### config.mk
export PLATFORM = sky130hd
export DESIGN_NAME = vending_machine_multi_flat
export DESIGN_NICKNAME = d
export VERILOG_FILES = /design/src/rtl/vending_machine_multi_if.sv /design/src/rtl/vending_machine_multi.sv /design/src/flat_wrapper.sv
export SDC_FILE = /design/constraint.sdc
export NUM_CORES = 1
export LEC_CHECK = 0
export ABC_CLOCK_PERIOD_IN_PS = 4600
export BUFFER_PORTS_ARGS = -buffer_cell sky130_fd_sc_hd__buf_2
export CAP_MARGIN = 5
export CORE_MARGIN = 4
export CORE_UTILIZATION = 52
export DETAILED_ROUTE_END_ITERATION = 10
export PLACE_DENSITY_LB_ADDON = 0.12
export RECOVER_POWER = 100
export SYNTH_ARGS = -nofsm -noshare
export SYNTH_HDL_FRONTEND = slang
export SYNTH_SLANG_ARGS = --single-unit
export TNS_END_PERCENT = 20
### constraint.sdc
create_clock -name clk -period 4.6 [get_ports clk]
set_input_delay 0.23 -clock clk [delete_from_list [all_inputs] [get_ports clk]]
set_output_delay 0.23 -clock clk [all_outputs]
set_load 0.02 [all_outputs]
### src/rtl/vending_machine_multi_if.sv
// Signal bundle between the coin/keypad front end, vending_machine_multi and the dispenser/hopper drivers.
interface vending_machine_multi_if #(
   parameter int IDX_W    = 2,
   parameter int CREDIT_W = 8
);
   logic [1:0]          in;
   logic                sel_valid;
   logic [IDX_W-1:0]    sel_id;
   logic                cancel;
   logic                restock;
   logic                out;
   logic [IDX_W-1:0]    vend_id;
   logic                change_valid;
   logic [1:0]          change;
   logic [CREDIT_W-1:0] credit;
   logic                coin_reject;
   logic                sold_out;
   logic                busy;

   modport master (
      output in, sel_valid, sel_id, cancel, restock,
      input  out, vend_id, change_valid, change, credit, coin_reject, sold_out, busy
   );

   modport slave (
      input  in, sel_valid, sel_id, cancel, restock,
      output out, vend_id, change_valid, change, credit, coin_reject, sold_out, busy
   );
endinterface

### src/rtl/vending_machine_multi.sv
// Multi-product vending controller: coin credit, per-item stock, vend pulse and largest-first change.
// Optional idle-refund timeout enabled by defining VEND_TIMEOUT_EN.
module vending_machine_multi #(
   parameter int NUM_ITEMS      = 4,
   parameter int CREDIT_W       = 8,
   parameter int COIN1_VAL      = 5,
   parameter int COIN2_VAL      = 10,
   parameter int COIN3_VAL      = 25,
   parameter logic [NUM_ITEMS*CREDIT_W-1:0] PRICES = {8'd40, 8'd25, 8'd20, 8'd15},
   parameter int STOCK_W        = 4,
   parameter int TIMEOUT_CYCLES = 1000
) (
   input logic clk,
   input logic rst,
   vending_machine_multi_if.slave bus
);
   localparam int IDX_W = (NUM_ITEMS > 1) ? $clog2(NUM_ITEMS) : 1;
   localparam logic [STOCK_W-1:0]  STOCK_FULL = '1;
   localparam logic [CREDIT_W-1:0] C1 = CREDIT_W'(COIN1_VAL);
   localparam logic [CREDIT_W-1:0] C2 = CREDIT_W'(COIN2_VAL);
   localparam logic [CREDIT_W-1:0] C3 = CREDIT_W'(COIN3_VAL);
   localparam logic [IDX_W:0]      ITEMS = (IDX_W+1)'(NUM_ITEMS);

   if (TIMEOUT_CYCLES < 1) begin : g_bad_timeout
      $error("TIMEOUT_CYCLES must be at least 1");
   end

   typedef enum logic [1:0] {IDLE, CREDIT, VEND, CHANGE} state_t;

   state_t              state, state_n;
   logic [CREDIT_W-1:0] credit_q, credit_n;
   logic [STOCK_W-1:0]  stock_q [NUM_ITEMS];
   logic [STOCK_W-1:0]  stock_n [NUM_ITEMS];
   logic [CREDIT_W-1:0] price_tab [NUM_ITEMS];
   logic [CREDIT_W-1:0] coin_val, sel_price;
   logic [CREDIT_W:0]   coin_sum;
   logic [STOCK_W-1:0]  sel_stock;
   logic                coin_present, id_ok, accept_cancel, accept_sel;
   logic                out_n, change_valid_n, coin_reject_n, sold_out_n, busy_n;
   logic [IDX_W-1:0]    vend_id_n;
   logic [1:0]          change_n;

   for (genvar g = 0; g < NUM_ITEMS; g++) begin : g_price
      assign price_tab[g] = PRICES[g*CREDIT_W +: CREDIT_W];
   end

   always_comb begin
      coin_val = '0;
      case (bus.in)
         2'b01:   coin_val = C1;
         2'b10:   coin_val = C2;
         2'b11:   coin_val = C3;
         default: coin_val = '0;
      endcase
   end

   // One extra bit on the sum exposes credit overflow for the saturation reject.
   assign coin_sum     = {1'b0, credit_q} + {1'b0, coin_val};
   assign coin_present = (bus.in != 2'b00);
   assign id_ok        = ({1'b0, bus.sel_id} < ITEMS);
   assign sel_stock    = stock_q[bus.sel_id];
   assign sel_price    = price_tab[bus.sel_id];
   assign bus.credit   = credit_q;

`ifdef VEND_TIMEOUT_EN
   localparam int TO_W = $clog2(TIMEOUT_CYCLES + 1);
   localparam logic [TO_W-1:0] IDLE_LAST = TO_W'(TIMEOUT_CYCLES - 1);
   logic [TO_W-1:0] idle_cnt, idle_cnt_n;
   logic            activity;
   assign activity = coin_present || bus.sel_valid || bus.cancel;
`endif

   always_comb begin
      state_n        = state;
      credit_n       = credit_q;
      stock_n        = stock_q;
      out_n          = 1'b0;
      vend_id_n      = '0;
      change_valid_n = 1'b0;
      change_n       = '0;
      coin_reject_n  = 1'b0;
      sold_out_n     = 1'b0;
      accept_cancel  = 1'b0;
      accept_sel     = 1'b0;
`ifdef VEND_TIMEOUT_EN
      idle_cnt_n     = '0;
`endif
      if (bus.restock) begin
         for (int unsigned i = 0; i < NUM_ITEMS; i++) stock_n[i] = STOCK_FULL;
      end
      case (state)
         IDLE, CREDIT: begin
            if (!bus.restock && bus.cancel && state == CREDIT) begin
               accept_cancel = 1'b1;
               state_n       = CHANGE;
            end else if (!bus.restock && bus.sel_valid && id_ok) begin
               if (sel_stock == '0) begin
                  sold_out_n = 1'b1;
               end else if (credit_q >= sel_price) begin
                  accept_sel            = 1'b1;
                  state_n               = VEND;
                  out_n                 = 1'b1;
                  vend_id_n             = bus.sel_id;
                  credit_n              = credit_q - sel_price;
                  stock_n[bus.sel_id]   = sel_stock - STOCK_W'(1);
               end
            end
            // Restock still lets a same-cycle coin through; accepted cancel/select do not.
            if (coin_present) begin
               if (accept_cancel || accept_sel || coin_sum[CREDIT_W]) begin
                  coin_reject_n = 1'b1;
               end else begin
                  credit_n = coin_sum[CREDIT_W-1:0];
                  state_n  = CREDIT;
               end
            end
`ifdef VEND_TIMEOUT_EN
            if (state == CREDIT && !activity) begin
               if (idle_cnt == IDLE_LAST) state_n = CHANGE;
               else                       idle_cnt_n = idle_cnt + TO_W'(1);
            end
`endif
         end
         VEND: begin
            coin_reject_n = coin_present;
            state_n       = (credit_q != '0) ? CHANGE : IDLE;
         end
         CHANGE: begin
            coin_reject_n  = coin_present;
            change_valid_n = 1'b1;
            if (credit_q >= C3) begin
               change_n = 2'b11;
               credit_n = credit_q - C3;
            end else if (credit_q >= C2) begin
               change_n = 2'b10;
               credit_n = credit_q - C2;
            end else if (credit_q >= C1) begin
               change_n = 2'b01;
               credit_n = credit_q - C1;
            end else begin
               change_valid_n = 1'b0;
               credit_n       = '0;
            end
            state_n = (credit_n == '0) ? IDLE : CHANGE;
         end
         default: state_n = IDLE;
      endcase
      busy_n = (state_n == VEND) || (state_n == CHANGE);
   end

   always_ff @(posedge clk or posedge rst) begin
      if (rst) begin
         state            <= IDLE;
         credit_q         <= '0;
         for (int unsigned i = 0; i < NUM_ITEMS; i++) stock_q[i] <= STOCK_FULL;
         bus.out          <= 1'b0;
         bus.vend_id      <= '0;
         bus.change_valid <= 1'b0;
         bus.change       <= '0;
         bus.coin_reject  <= 1'b0;
         bus.sold_out     <= 1'b0;
         bus.busy         <= 1'b0;
      end else begin
         state            <= state_n;
         credit_q         <= credit_n;
         stock_q          <= stock_n;
         bus.out          <= out_n;
         bus.vend_id      <= vend_id_n;
         bus.change_valid <= change_valid_n;
         bus.change       <= change_n;
         bus.coin_reject  <= coin_reject_n;
         bus.sold_out     <= sold_out_n;
         bus.busy         <= busy_n;
      end
   end

`ifdef VEND_TIMEOUT_EN
   always_ff @(posedge clk or posedge rst) begin
      if (rst) idle_cnt <= '0;
      else     idle_cnt <= idle_cnt_n;
   end
`endif
endmodule

### src/flat_wrapper.sv
// flat-port wrapper written by rule: the top's interface ports become plain ports
module vending_machine_multi_flat 
#(
   parameter int NUM_ITEMS      = 4,
   parameter int CREDIT_W       = 8,
   parameter int COIN1_VAL      = 5,
   parameter int COIN2_VAL      = 10,
   parameter int COIN3_VAL      = 25,
   parameter logic [NUM_ITEMS*CREDIT_W-1:0] PRICES = {8'd40, 8'd25, 8'd20, 8'd15},
   parameter int STOCK_W        = 4,
   parameter int TIMEOUT_CYCLES = 1000
)
  (clk, rst, bus_in, bus_sel_valid, bus_sel_id, bus_cancel, bus_restock, bus_out, bus_vend_id, bus_change_valid, bus_change, bus_credit, bus_coin_reject, bus_sold_out, bus_busy);
  vending_machine_multi_if #(.IDX_W((2)), .CREDIT_W(CREDIT_W)) bus_i ();
  input logic clk;
  input logic rst;
  input wire logic [$bits(bus_i.in)-1:0] bus_in;
  input wire logic [$bits(bus_i.sel_valid)-1:0] bus_sel_valid;
  input wire logic [$bits(bus_i.sel_id)-1:0] bus_sel_id;
  input wire logic [$bits(bus_i.cancel)-1:0] bus_cancel;
  input wire logic [$bits(bus_i.restock)-1:0] bus_restock;
  output wire logic [$bits(bus_i.out)-1:0] bus_out;
  output wire logic [$bits(bus_i.vend_id)-1:0] bus_vend_id;
  output wire logic [$bits(bus_i.change_valid)-1:0] bus_change_valid;
  output wire logic [$bits(bus_i.change)-1:0] bus_change;
  output wire logic [$bits(bus_i.credit)-1:0] bus_credit;
  output wire logic [$bits(bus_i.coin_reject)-1:0] bus_coin_reject;
  output wire logic [$bits(bus_i.sold_out)-1:0] bus_sold_out;
  output wire logic [$bits(bus_i.busy)-1:0] bus_busy;
  assign bus_i.in = bus_in;
  assign bus_i.sel_valid = bus_sel_valid;
  assign bus_i.sel_id = bus_sel_id;
  assign bus_i.cancel = bus_cancel;
  assign bus_i.restock = bus_restock;
  assign bus_out = bus_i.out;
  assign bus_vend_id = bus_i.vend_id;
  assign bus_change_valid = bus_i.change_valid;
  assign bus_change = bus_i.change;
  assign bus_credit = bus_i.credit;
  assign bus_coin_reject = bus_i.coin_reject;
  assign bus_sold_out = bus_i.sold_out;
  assign bus_busy = bus_i.busy;
  vending_machine_multi #(.NUM_ITEMS(NUM_ITEMS), .CREDIT_W(CREDIT_W), .COIN1_VAL(COIN1_VAL), .COIN2_VAL(COIN2_VAL), .COIN3_VAL(COIN3_VAL), .PRICES(PRICES), .STOCK_W(STOCK_W), .TIMEOUT_CYCLES(TIMEOUT_CYCLES)) u_core (.clk(clk), .rst(rst), .bus(bus_i));
endmodule
### Yosys cells after proc, flatten, opt, wreduce, memory -nomap -nowiden

Index checks and enable logic that the tools add are counted.

* flip-flop bits (word level): 35
* logic and storage cells: 114
* output and inout bits: 17
* bits of input ports: 9

* bitwise logic cells: 1
* mux-type cells: 64
* order comparisons: 6
* $add $sub $neg: 6
* equal/unequal tests: 8
* reductions and logical operators: 16

Operators with widths (count)
* $mux W16: 6
* $mux W8: 12
* $mux W2: 16
* $mux W1: 19
* $bmux W8 S2: 1
* $bwmux W16: 1
* $pmux W8 S2: 1
* $pmux W5 S3: 1
* $eq A2 B2 Y1 const B: 6
* $mux W4: 3
* $add A8 B5 Y9: 1
* $bmux W4 S2: 1
* $demux W4 S2: 1
* $ge A8 B3 Y1 const B: 1
* $ge A8 B4 Y1 const B: 1
* $ge A8 B5 Y1 const B: 1
* $ge A8 B8 Y1: 1
* $logic_not A8 Y1: 1
* $reduce_bool A8 Y1: 1
* $sub A8 B3 Y8 const B: 1
* $sub A8 B4 Y8 const B: 1
* $sub A8 B5 Y8 const B: 1
* $sub A8 B8 Y8: 1
* $pmux W2 S3: 1
* other kinds (13): 21

### Longest topological paths before layout

* word-level depth: 17
* mapped depth: 14

### Worst setup path before layout

Ideal clock, no wire load.

* path kind: input port to flip-flop
* start: input port bus_sel_id[0]
* end: register u_core.state[0]
* buffers on the path: 2
* setup time: 0.134 ns
* data arrival time: 2.784 ns
* slack: 1.682 ns
* stages: 14
* cells stage by stage: buf_6 inv_1 ha_1 or2_2 ha_1 fa_1 nor2b_1 o2111ai_1 a31oi_2 a211o_1 buf_6 nor2_1 a311oi_1 o21ai_0

* longest elaborated chain between the ends: 15
* elaborated cells between the ends (all ways): 23

Ends and longest elaborated chain
* start, declared: RTL line flat_wrapper.sv:19 `input wire logic [$bits(bus_i.sel_id)-1:0] bus_sel_id;`
* $not A2 Y3 (not written as such) *: RTL line vending_machine_multi.sv:61, vending_machine_multi.sv:62
* $bmux W8 S2: RTL line vending_machine_multi.sv:62 `assign sel_price = price_tab[bus.sel_id];`
* $mux W8 (not written as such) (2 in a row): RTL line vending_machine_multi.sv:62
* $ge A8 B8 Y1: RTL line vending_machine_multi.sv:99 `end else if (credit_q >= sel_price) begin`
* $mux W1: RTL line vending_machine_multi.sv:99
* $mux W1: RTL line vending_machine_multi.sv:97 `if (sel_stock == '0) begin`
* $mux W1: RTL line vending_machine_multi.sv:96 `end else if (!bus.restock && bus.sel_valid && id_ok) begin`
* $mux W1: RTL line vending_machine_multi.sv:93 `if (!bus.restock && bus.cancel && state == CREDIT) begin`
* $mux W1: RTL line vending_machine_multi.sv:91 `case (state)`
* $logic_or A1 B1 Y1 (2 in a row): RTL line vending_machine_multi.sv:110 `if (accept_cancel || accept_sel || coin_sum[CREDIT_W]) begin`
* $mux W2: RTL line vending_machine_multi.sv:110
* $mux W2 *: RTL line vending_machine_multi.sv:109 `if (coin_present) begin`
* $pmux W2 S3 *: RTL line vending_machine_multi.sv:91
* net u_core.state_n[0]: RTL line vending_machine_multi.sv:30 `state_t state, state_n;`
* end signal, assigned: RTL line vending_machine_multi.sv:164 `state <= state_n;`
* end, declared: RTL line vending_machine_multi.sv:30

The timed path passes the listed nets; every way through them passes the cells marked *. The select of a mux whose other input is x is not followed.
A chain may end at the register's enable or synchronous reset.

### Worst setup path in the final report

* start: register u_core.credit_q[0] (netlist: u_core.bus.credit[0])
* end: register u_core.credit_q[6] (netlist: u_core.bus.credit[6])

* longest elaborated chain between the ends: 11
* elaborated cells between the ends (all ways): 27

Ends and longest elaborated chain
* start, declared: RTL line vending_machine_multi.sv:31 `logic [CREDIT_W-1:0] credit_q, credit_n;`
* start signal, assigned: RTL line vending_machine_multi.sv:165 `credit_q <= credit_n;`
* $ge A8 B8 Y1: RTL line vending_machine_multi.sv:99
* $mux W1: RTL line vending_machine_multi.sv:99
* $mux W1: RTL line vending_machine_multi.sv:97
* $mux W1: RTL line vending_machine_multi.sv:96
* $mux W1: RTL line vending_machine_multi.sv:93
* $mux W1: RTL line vending_machine_multi.sv:91
* $logic_or A1 B1 Y1 (2 in a row): RTL line vending_machine_multi.sv:110
* $mux W8: RTL line vending_machine_multi.sv:110
* $mux W8: RTL line vending_machine_multi.sv:109
* $pmux W8 S2 *: RTL line vending_machine_multi.sv:91

Mark *: on every way between the ends. The rest lies on a longest branch, timed or not. The select of a mux whose other input is x is not followed.

==> results.yml <==
global_route:
  grt_pass1_wl_mm: 12.2
  grt_pass1_vias: 2332
  use_met1_pct: 32.4
  antenna_found_initial: 0
  use_met2_pct: 32.1
  grt_max_degree: 36
  grt_use_total_pct: 21.6
  grt_busiest_layer: "met1"
  met3_usage_pct: 3.07
  grt_overflow: 0
worst_setup_path:
  cp_max_fo: 14
  crit_path_top_delay_cell: "dfrtp_1"
  worstSetupPathType: "reg2reg"
  critPathTopFamily: "compound AO/OA/AOI/OAI gates"
  required_ns: 4.78
  r2r_slack_ns: 1.22
  worstPathArrival_ns: 3.56
  rr_endpoint: "u_core.bus.credit[6]"
  worstSetupStartpointType: "flip-flop"
  r2r-start: "u_core.bus.credit[0]"
  cp_num_buf_inv: 1
  critical_path.cell_chain: "inv_1, ha_1, fa_1, nor2b_1, o2111ai_1, a31oi_1, a211o_1, o22a_1, a21oi_1, o221a_1"
  endpoint: "u_core.bus.credit[6]"
  cp.depth: 10
  crit_path_end_kind: "flip-flop"
  startpoint: "u_core.bus.credit[0]"
  reg2reg_depth: 10
  max_stage_delay_ns: 0.58
synthesis:
  avgSynthCellArea_um2: 8.85
  yosys_warnings: 0
  seq_area_frac_synth_pct: 30.8
  ys_ff_latch: 35
  synth.area.top_cells: "dfrtp_1, dfstp_2, ha_1"
  synth_commonest_cells: "nor2_1, nand2_1, ha_1"
  synth_edf_count: 0
  synth_cells: 329
  synth-main-ff-cell: "dfrtp_1"
  synthArstFlopShare_pct: 100
  synth_top_area_share_pct: 16.3
  synth_nets: 364
  netlist.top_cell.by_area: "dfrtp_1"
  synth_area_um2: 2910
  ys_types: 60
  synth_most_common_cell: "nor2_1"
timing:
  max_freq_mhz: 296
  fin_crit_sh_pct: 73.5
  period_needed_ns: 3.38
  rsz0062_at_grt: "no"
  maxSlewViolCount: 36
  maxSlewHeadroom_pct: -27.7
  setup_viol: 0
  finalSetupTns_ns: 0
  hold_viol: 0
  fin_ws_ns: 1.22
  clock_skew_ns: 0.00747
  tightest_slew_ns: 1.92
clock_network:
  h-tree-depth: 2
  clockRootBuffer: "clkbuf_8"
  cts_repair_resize_count: 0
  clk_path_buf_depth: 2
  worstSkewPairLatency_ns: 0.29
  numCtsBuffers: 5
  cts_setup_buffers: 0
  hold_buffers: 0
  cts_tree: "built"
  clock-sinks: 35
  clk_pin_slew_worst_paths_ns: 0.07
route:
  avgViaCountPerCell: 6.14
  finalWirelength_mm: 7.31
  wl_per_cell_um: 17.5
  drt_iter0_drc: 238
  num_vias: 2559
  drc: 0
  dr.pass1.iters: 4
  ant_nets: 0
final_layout:
  fin_cells: 417
  n_antenna_cell: 0
  finalNetCount: 381
  final_util_pct: 59.8
  syn_to_final_growth_pct: 8.25
  design_area_um2: 3150
  drive_gt1_share_pct: 12.1
placed_design:
  place_inst: 409
  place_congestion: 0.893
  hpwl_mm: 5.35
  place_ws_ns: 1.15
  port_buffers: 25
  post_dp_cell_area_um2: 3060
floorplanning:
  std_cell_rows: 26
  dieArea_um2: 6860
  ios: 26
  die_h_um: 82.8
  start_util_pct: 55.2
  die_width_um: 82.8
  core_area_um2: 5270
pwr:
  p_per_area_nw_per_um2: 654
  leakagePower_nw: 1.47
  irDropWorstVdd_uv: 357
run_status:
  violations: "max-capacitance violations, max-slew violations"
  status: "finished, violations left"
job:
  cap_violations: 1
min_path:
  holdCritPathClass: "in2reg"
==> metrics by stage <==
| step | hold WS, ns | total power [W] |
|---|---|---|
| 4_1_cts | 0.0419 | 0.00207 |
| 3_5_place_dp | 0.359 | 0.00175 |
| 6_report | 0.266 | 0.00206 |
| 2_1_floorplan | 0.366 | 0.00145 |
| 5_1_grt | 0.299 | 0.00224 |
| 3_3_place_gp | 0.349 | 0.00173 |
==> worst min-delay path by stage <==
| stage | slack [ns] | start | cells past startpoint | end |
|---|---|---|---|---|
| floorplan | 0.37 | rst | 1 | u_core.bus.busy |
| global placement | 0.35 | rst | 3 | u_core.bus.busy |
| detailed placement | 0.36 | rst | 3 | u_core.bus.change[1] |
| CTS | 0.04 | rst | 3 | u_core.bus.change_valid |
| global route | 0.30 | bus_in[0] | 2 | u_core.bus.coin_reject |
| finish | 0.27 | bus_in[0] | 2 | u_core.bus.coin_reject |
==> kinds of logic (layout without fill, tap and decap cells) <==
group	count (synthesis)	in the layout	synth area share [%]
and+or+nand+nor	115	115	18.4
adders and majority gates	26	26	11.7
buffers and inverters	33	51	4.81
muxes	23	23	9.63
xor gates and xnor gates	9	9	2.71
DFF	35	35	30.8
AOI/OAI and AO/OA	88	88	22.0
==> routing by layer <==
metal	part of all wire [%]	wire length, um
met1	48	3530
met2	45	3290
met3	5.0	367
met4	1.7	121
met5	0	0
==> cell type report <==
| class | count | area [um2] |
|---|---|---|
| clock buffers | 7 | 97.6 |
| well taps | 70 | 87.6 |
| flip-flops and latches | 35 | 896 |
| inverters | 16 | 60.1 |
| fillers | 510 | 2120 |
| clock inverters | 1 | 30.0 |
| multi-input cells | 261 | 1860 |
| repair buffers | 27 | 116 |
==> state kept, by name (all words and copies together), names as in the netlist <==
signal / cells
u_core.bus.busy: 1
u_core.bus.change: 2
u_core.bus.change_valid: 1
u_core.bus.coin_reject: 1
u_core.bus.credit: 8
u_core.bus.out: 1
u_core.bus.sold_out: 1
u_core.bus.vend_id: 2
u_core.state: 2
u_core.stock_q: 16
==> layout by cell type (no fill, tap or decap), types with 3 or more instances in the layout <==
cell type and n:
dfstp_2 16, o21a_1 5, a211o_1 3, nand2b_1 6
a31oi_1 5, and3_1 5, mux4_2 4, o211ai_1 6
buf_2 9, o21ai_0 15, clkbuf_8 5, or3_1 3
xnor2_1 6, nand3_1 6, a211oi_1 3, xor2_1 3
nor2_1 41, a21o_1 4, nand2_1 31, clkbuf_1 18
nor2b_1 5, o31ai_1 3, o22ai_1 3, ha_1 24
nor3_1 7, dfrtp_1 19, a21oi_1 16, mux2i_1 19
inv_1 16
==> power by group <==
part	total, W	switching, W	internal [W]	leakage [nW]
logic	0.00119	0.000697	0.000496	1.02
registers	0.000558	0.000190	0.000368	0.384
clock network	0.000311	0.000117	0.000195	0.0636
==> worst reg2reg max path: stages (launching register included) <==
cell and delay [ns]:
dfrtp_1 0.58, inv_1 0.26, ha_1 0.30, fa_1 0.40, nor2b_1 0.17, o2111ai_1 0.15, a31oi_1 0.41, a211o_1 0.46
o22a_1 0.24, a21oi_1 0.07, o221a_1 0.23
Note: power is estimated with default switching activity, not from simulation.
